`config.mk`:
```
export PLATFORM = sky130hd
export DESIGN_NAME = lstm_run_ctrl
export DESIGN_NICKNAME = d
export VERILOG_FILES = /design/src/rtl/lstm_ctrl_pkg.sv /design/src/rtl/lstm_run_ctrl_wdog.sv /design/src/rtl/lstm_run_ctrl.sv
export SDC_FILE = /design/constraint.sdc
export NUM_CORES = 1
export LEC_CHECK = 0
export BUFFER_PORTS_ARGS = -buffer_cell sky130_fd_sc_hd__buf_2
export CORE_AREA = 3 3 100 83
export CTS_CLUSTER_DIAMETER = 100
export DETAILED_ROUTE_END_ITERATION = 6
export DIE_AREA = 0 0 103 86
export GPL_TIMING_DRIVEN = 0
export HOLD_SLACK_MARGIN = 0.02
export PLACE_DENSITY = 0.74
export SETUP_SLACK_MARGIN = 0.05
export SYNTH_ARGS = -nofsm -noshare
export SYNTH_HDL_FRONTEND = slang
export SYNTH_SLANG_ARGS = --single-unit
```
`constraint.sdc`:
```
create_clock -name clk -period 2 [get_ports clk]
set_input_delay 0.1 -clock clk [delete_from_list [all_inputs] [get_ports clk]]
set_output_delay 0.1 -clock clk [all_outputs]
set_load 0.01 [all_outputs]
```
`src/rtl/lstm_ctrl_pkg.sv`:
```
// Shared types and default sizing for the LSTM run-level sequencer.
// Imported by the sequencer top and its watchdog.
package lstm_ctrl_pkg;

  typedef enum logic [2:0] {
    ST_IDLE  = 3'd0,
    ST_CLR   = 3'd1,
    ST_FEED  = 3'd2,
    ST_WAIT  = 3'd3,
    ST_NEXT  = 3'd4,
    ST_DRAIN = 3'd5,
    ST_DONE  = 3'd6
  } state_t;

  localparam int DEF_TIMESTEP    = 7;
  localparam int DEF_LAYR1_INPUT = 53;
  localparam int DEF_LAYR2_CELL  = 8;

  function automatic int drain_len(int ts, int cells);
    return ts * cells;
  endfunction

  localparam int DEF_DRAIN_LEN =
    drain_len(DEF_TIMESTEP, DEF_LAYR2_CELL);

endpackage

```
`src/rtl/lstm_run_ctrl_wdog.sv`:
```
// Loadable cycle counter with clear/enable and terminal-count flag.
// Used as the per-timestep WAIT watchdog.
module lstm_step_wdog
  import lstm_ctrl_pkg::*;
#(
  parameter int WIDTH    = 12,
  parameter int TERMINAL = 4095
) (
  input  logic             clk,
  input  logic             rst,
  input  logic             clr,
  input  logic             load,
  input  logic [WIDTH-1:0] load_val,
  input  logic             en,
  output logic [WIDTH-1:0] count,
  output logic             tc
);

  always_ff @(posedge clk or posedge rst) begin
    if (rst) begin
      count <= '0;
    end else if (clr) begin
      count <= '0;
    end else if (load) begin
      count <= load_val;
    end else if (en) begin
      count <= count + WIDTH'(1);
    end
  end

  assign tc = (count == WIDTH'(TERMINAL));

endmodule

```
`src/rtl/lstm_run_ctrl.sv`:
```
// Run-level sequencer: clear, per-step input feed and wait,
// then drain of layer-2 h words over a valid/ready port.
module lstm_run_ctrl
  import lstm_ctrl_pkg::*;
#(
  parameter int ADDR_WIDTH  = 12,
  parameter int TIMESTEP    = DEF_TIMESTEP,
  parameter int LAYR1_INPUT = DEF_LAYR1_INPUT,
  parameter int LAYR2_CELL  = DEF_LAYR2_CELL,
  parameter int TIMEOUT     = 4096
) (
  input  logic                  clk,
  input  logic                  rst,
  input  logic                  start,
  input  logic                  abort,
  input  logic                  step_done,
  output logic                  rst_dp,
  output logic                  en,
  output logic [ADDR_WIDTH-1:0] addr_x1,
  output logic                  x_valid,
  output logic [ADDR_WIDTH-1:0] addr_out,
  output logic                  out_valid,
  input  logic                  out_ready,
  output logic [2:0]            t_idx,
  output logic                  busy,
  output logic                  finish,
  output logic                  err
);

  localparam int IW   = $clog2(LAYR1_INPUT);
  localparam int WW   = $clog2(TIMEOUT);
  localparam int DLEN = drain_len(TIMESTEP, LAYR2_CELL);

  state_t                state;
  logic [IW-1:0]         i;
  logic [ADDR_WIDTH-1:0] base;
  logic [WW-1:0]         wd_count;
  logic                  wd_tc;

  // Counter sits at zero outside WAIT, so it counts WAIT cycles from 0.
  lstm_step_wdog #(
    .WIDTH    (WW),
    .TERMINAL (TIMEOUT - 1)
  ) u_wdog (
    .clk      (clk),
    .rst      (rst),
    .clr      (abort),
    .load     (state != ST_WAIT),
    .load_val ('0),
    .en       (state == ST_WAIT),
    .count    (wd_count),
    .tc       (wd_tc)
  );

  always_ff @(posedge clk or posedge rst) begin
    if (rst) begin
      state     <= ST_IDLE;
      i         <= '0;
      base      <= '0;
      rst_dp    <= 1'b0;
      en        <= 1'b0;
      addr_x1   <= '0;
      x_valid   <= 1'b0;
      addr_out  <= '0;
      out_valid <= 1'b0;
      t_idx     <= '0;
      busy      <= 1'b0;
      finish    <= 1'b0;
      err       <= 1'b0;
    end else if (abort) begin
      state     <= ST_IDLE;
      i         <= '0;
      base      <= '0;
      rst_dp    <= 1'b0;
      en        <= 1'b0;
      addr_x1   <= '0;
      x_valid   <= 1'b0;
      addr_out  <= '0;
      out_valid <= 1'b0;
      t_idx     <= '0;
      busy      <= 1'b0;
      finish    <= 1'b0;
    end else begin
      rst_dp <= 1'b0;
      finish <= 1'b0;
      unique case (state)
        ST_IDLE: begin
          if (start) begin
            state  <= ST_CLR;
            rst_dp <= 1'b1;
            busy   <= 1'b1;
            err    <= 1'b0;
          end
        end
        ST_CLR: begin
          state   <= ST_FEED;
          en      <= 1'b1;
          x_valid <= 1'b1;
          addr_x1 <= '0;
          base    <= '0;
          i       <= '0;
          t_idx   <= '0;
        end
        ST_FEED: begin
          if (i == IW'(LAYR1_INPUT - 1)) begin
            state   <= ST_WAIT;
            x_valid <= 1'b0;
          end else begin
            i       <= i + IW'(1);
            addr_x1 <= base + ADDR_WIDTH'(i) + ADDR_WIDTH'(1);
          end
        end
        ST_WAIT: begin
          if (step_done) begin
            state <= ST_NEXT;
            en    <= 1'b0;
          end else if (wd_tc) begin
            state <= ST_IDLE;
            err   <= 1'b1;
            en    <= 1'b0;
            busy  <= 1'b0;
            t_idx <= '0;
          end
        end
        ST_NEXT: begin
          if (t_idx == 3'(TIMESTEP - 1)) begin
            state     <= ST_DRAIN;
            out_valid <= 1'b1;
            addr_out  <= '0;
          end else begin
            state   <= ST_FEED;
            t_idx   <= t_idx + 3'd1;
            base    <= base + ADDR_WIDTH'(LAYR1_INPUT);
            addr_x1 <= base + ADDR_WIDTH'(LAYR1_INPUT);
            i       <= '0;
            en      <= 1'b1;
            x_valid <= 1'b1;
          end
        end
        ST_DRAIN: begin
          if (out_ready) begin
            if (addr_out == ADDR_WIDTH'(DLEN - 1)) begin
              state     <= ST_DONE;
              out_valid <= 1'b0;
              finish    <= 1'b1;
            end else begin
              addr_out <= addr_out + ADDR_WIDTH'(1);
            end
          end
        end
        ST_DONE: begin
          state <= ST_IDLE;
          busy  <= 1'b0;
          t_idx <= '0;
        end
        default: state <= ST_IDLE;
      endcase
    end
  end

endmodule
```
==> run_results.csv <==
group,metric,value,unit
outcome,run_status,"finished with violations",
outcome,failed_checks,"setup timing",
sta,max_freq,476,MHz
synth,ys_types,54,
global_routing,antenna_found_initial,0,
route,vias_per_cell,6.24,
global_routing,grt_first_pass_wirelength,16900,um
synth,syn_nets,454,
worst_setup_path,cp.arrival,2.34,ns
pwr,power,2.88,mW
worst_setup_path,required,2.24,ns
floorplanning,dieHeight,86,um
synth,synth_area_per_cell,8.86,um^2
final_layout,area_growth,32.5,%
worst_setup_path,cp_max_fo,5,
floorplanning,fp.dieW,103,um
worst_setup_path,crit_end,"addr_x1[9]",
worst_setup_path,crit_type,"flip-flop to flip-flop",
clock_tree,cts_tree,"yes",
floorplanning,core-area,7360,um^2
route,dr.first_iter.drc_count,449,
synth,ys_seq_elements,67,
sta,setup_viol,10,
worst_setup_path,start_kind,"flip-flop",
pwr,peakVddDrop,0.336,mV
synth,async_flop_share,1.00,
global_routing,grt_max_degree,68,
sta,fin_crit_sh,1.05,
worst_setup_path,r2r-start,"i[2]",
clock_tree,clk_pin_slew,0.08,ns
job,maxCapViolCount,0,
route,route.detailed.drc,0,
clock_tree,htree_levels,3,
final_layout,drive_gt1_frac,0.336,
global_routing,grt_pass1_vias,3429,
worst_setup_path,worstSetupStartpoint,"i[2]",
sta,worst_slew_pin_slew,0.833,ns
sta,slew_violations,0,
floorplanning,ios,40,
final_layout,nNetsFinal,544,
worst_setup_path,ff2ff_path_depth,7,
route,routed-via-count,3863,
route,wirelength,11500,um
placement,place_area,4160,um^2
clock_tree,cts_buffers,9,
final_layout,final_cell_mix,"dfrtp_1, nand2_1, o21ai_0",
placement,port_buffers,39,
route,wl_per_cell,18.6,um
pwr,power.leakage,2.22,nW
sta,relSlewSlack,0.445,
worst_setup_path,worst_r2r_endpoint,"addr_x1[9]",
clock_tree,cts_num_sinks,67,
final_layout,final_cell_area,5090,um^2
sta,setup_ws,-0.0994,ns
synth,synthCells,434,
route,dr.pass1.iters,5,
placement,pre_cts_slack,-0.368,ns
synth,yosysWarnings,0,
route,ant_nets,0,
synth,syn_area,3840,um^2
final_layout,final_cells,619,
floorplanning,initial_core_util,0.522,
sta,fin_skew,0.00700,ns
sta,finalHoldViolCount,0,
placement,place_hpwl,6530,um
placement,dp_cells,563,
placement,gp_congestion,0.925,
worst_setup_path,critPathCaptureType,"flip-flop",
sta,rsz0062_at_grt,"yes",
synth,ys.flop_type,"dfrtp_1",
global_routing,grt-ovfl-total,0,
global_routing,grtUsageTotal,0.243,
floorplanning,num_rows,28,
pwr,power.density,565,nW/um^2
clock_tree,cts-root-buf,"clkbuf_8",
sta,min_period,2.10,ns
synth,synth-seq-area-share,0.436,
clock_tree,clk_latency,0.35,ns
final_layout,layout_commonest_cell,"dfrtp_1",
worst_setup_path,rrSetupSlack,-0.1,ns
synth,synth_edf_count,0,
floorplanning,dieArea,8860,um^2
clock_tree,cts_buffer_depth,2,
final_layout,num_antenna_cells,0,
hold_path,min_path_type,"input port to flip-flop",
-- per-layer routing --
metal	global-route usage	part of all wire	routed length [um]	vias up
met1	0.346	0.43	4950	1859
li1	-	-	-	1740
met5	0	0	0	-
met3	0.0569	0.072	828	51
met4	0.0741	0.037	424	0
met2	0.367	0.46	5340	213
-- where the power goes --
part | internal, mW | switching [mW] | leakage (nW)
clock | 0.609 | 0.542 | 0.0926
combinational | 0.127 | 0.211 | 1.22
sequential | 1.37 | 0.0162 | 0.910
total | 2.11 | 0.769 | 2.22
-- area by class of cell --
class / instances / area, um^2
plain buffers: 13 / 97.6
well taps: 90 / 113
clock inverters: 4 / 50.0
flip-flops and latches: 67 / 1690
clock buffers: 12 / 145
repair buffers: 82 / 532
fillers: 539 / 2270
multi-input cells: 337 / 2410
inverters: 14 / 55.1
-- stage by stage --
stage | TNS [ns] | hold slack [ns] | utilization
6_report | -0.452 | 0.0456 | 0.692
4_1_cts | 0 | 0.0354 | 0.643
2_1_floorplan | 0 | 0.252 | -
3_3_place_gp | -45.95 | 0.398 | 0.565
3_5_place_dp | -4.95 | 0.333 | 0.565
5_1_grt | -0.894 | 0.0363 | 0.692
-- cell families after synthesis --
kind of cell / synth area share
buffers and inverters: 0.0319
multiplexers: 0.00293
flip-flops: 0.436
XOR/XNOR: 0.0456
AND/OR/NAND/NOR: 0.221
AO/OA/AOI/OAI: 0.215
adder cells (fa/ha/maj): 0.0475
-- repair_timing --
| action | 4_1_cts | 5_1_grt |
|---|---|---|
| resized for setup | 47 | 68 |
| hold endpoints to repair | 67 | 0 |
| hold buffers | 1 | 0 |
| buffers inserted | 20 | 23 |
| pin swaps | 16 | 30 |
| setup endpoints to repair | 45 | 44 |
-- state kept, by name (all words and copies together), names as in the netlist --
name / count
en: 1
u_wdog.count: 12
i: 6
state: 3
rst_dp: 1
err: 1
base: 12
out_valid: 1
finish: 1
x_valid: 1
addr_x1: 12
addr_out: 12
t_idx: 3
busy: 1
-- Yosys cell counts, drive strengths merged (7+ instances only) --
library cell  instances  area share
clkbuf               10      0.0098
o31ai                12       0.023
xnor2                12       0.027
a21oi                23       0.030
nand2                53       0.052
a21o                  7       0.014
inv                  14       0.014
o21ai                53       0.069
xor2                  8       0.018
nand3                 9       0.012
nand2b               10       0.016
nor2                 41       0.040
dfrtp                67        0.44
nor3                 15       0.020
ha                   13       0.042
-- how the worst min path moves through the flow --
stage / cells after the start / startpoint / endpoint
2_1_floorplan: 2 / start / rst_dp
4_1_cts: 3 / start / rst_dp
3_3_place_gp: 2 / out_ready / finish
6_report: 3 / start / rst_dp
3_5_place_dp: 2 / rst / addr_out[8]
5_1_grt: 3 / start / rst_dp
-- worst max-delay path, stage by stage (launching register included) --
cell and delay, ns:
dfrtp_2 0.45, ha_4 0.28, o211ai_1 0.36, a21oi_4 0.10, o21a_1 0.21, o211ai_1 0.20, xnor2_1 0.09, a221o_1 0.29
Power figures use the tool's default switching activity.
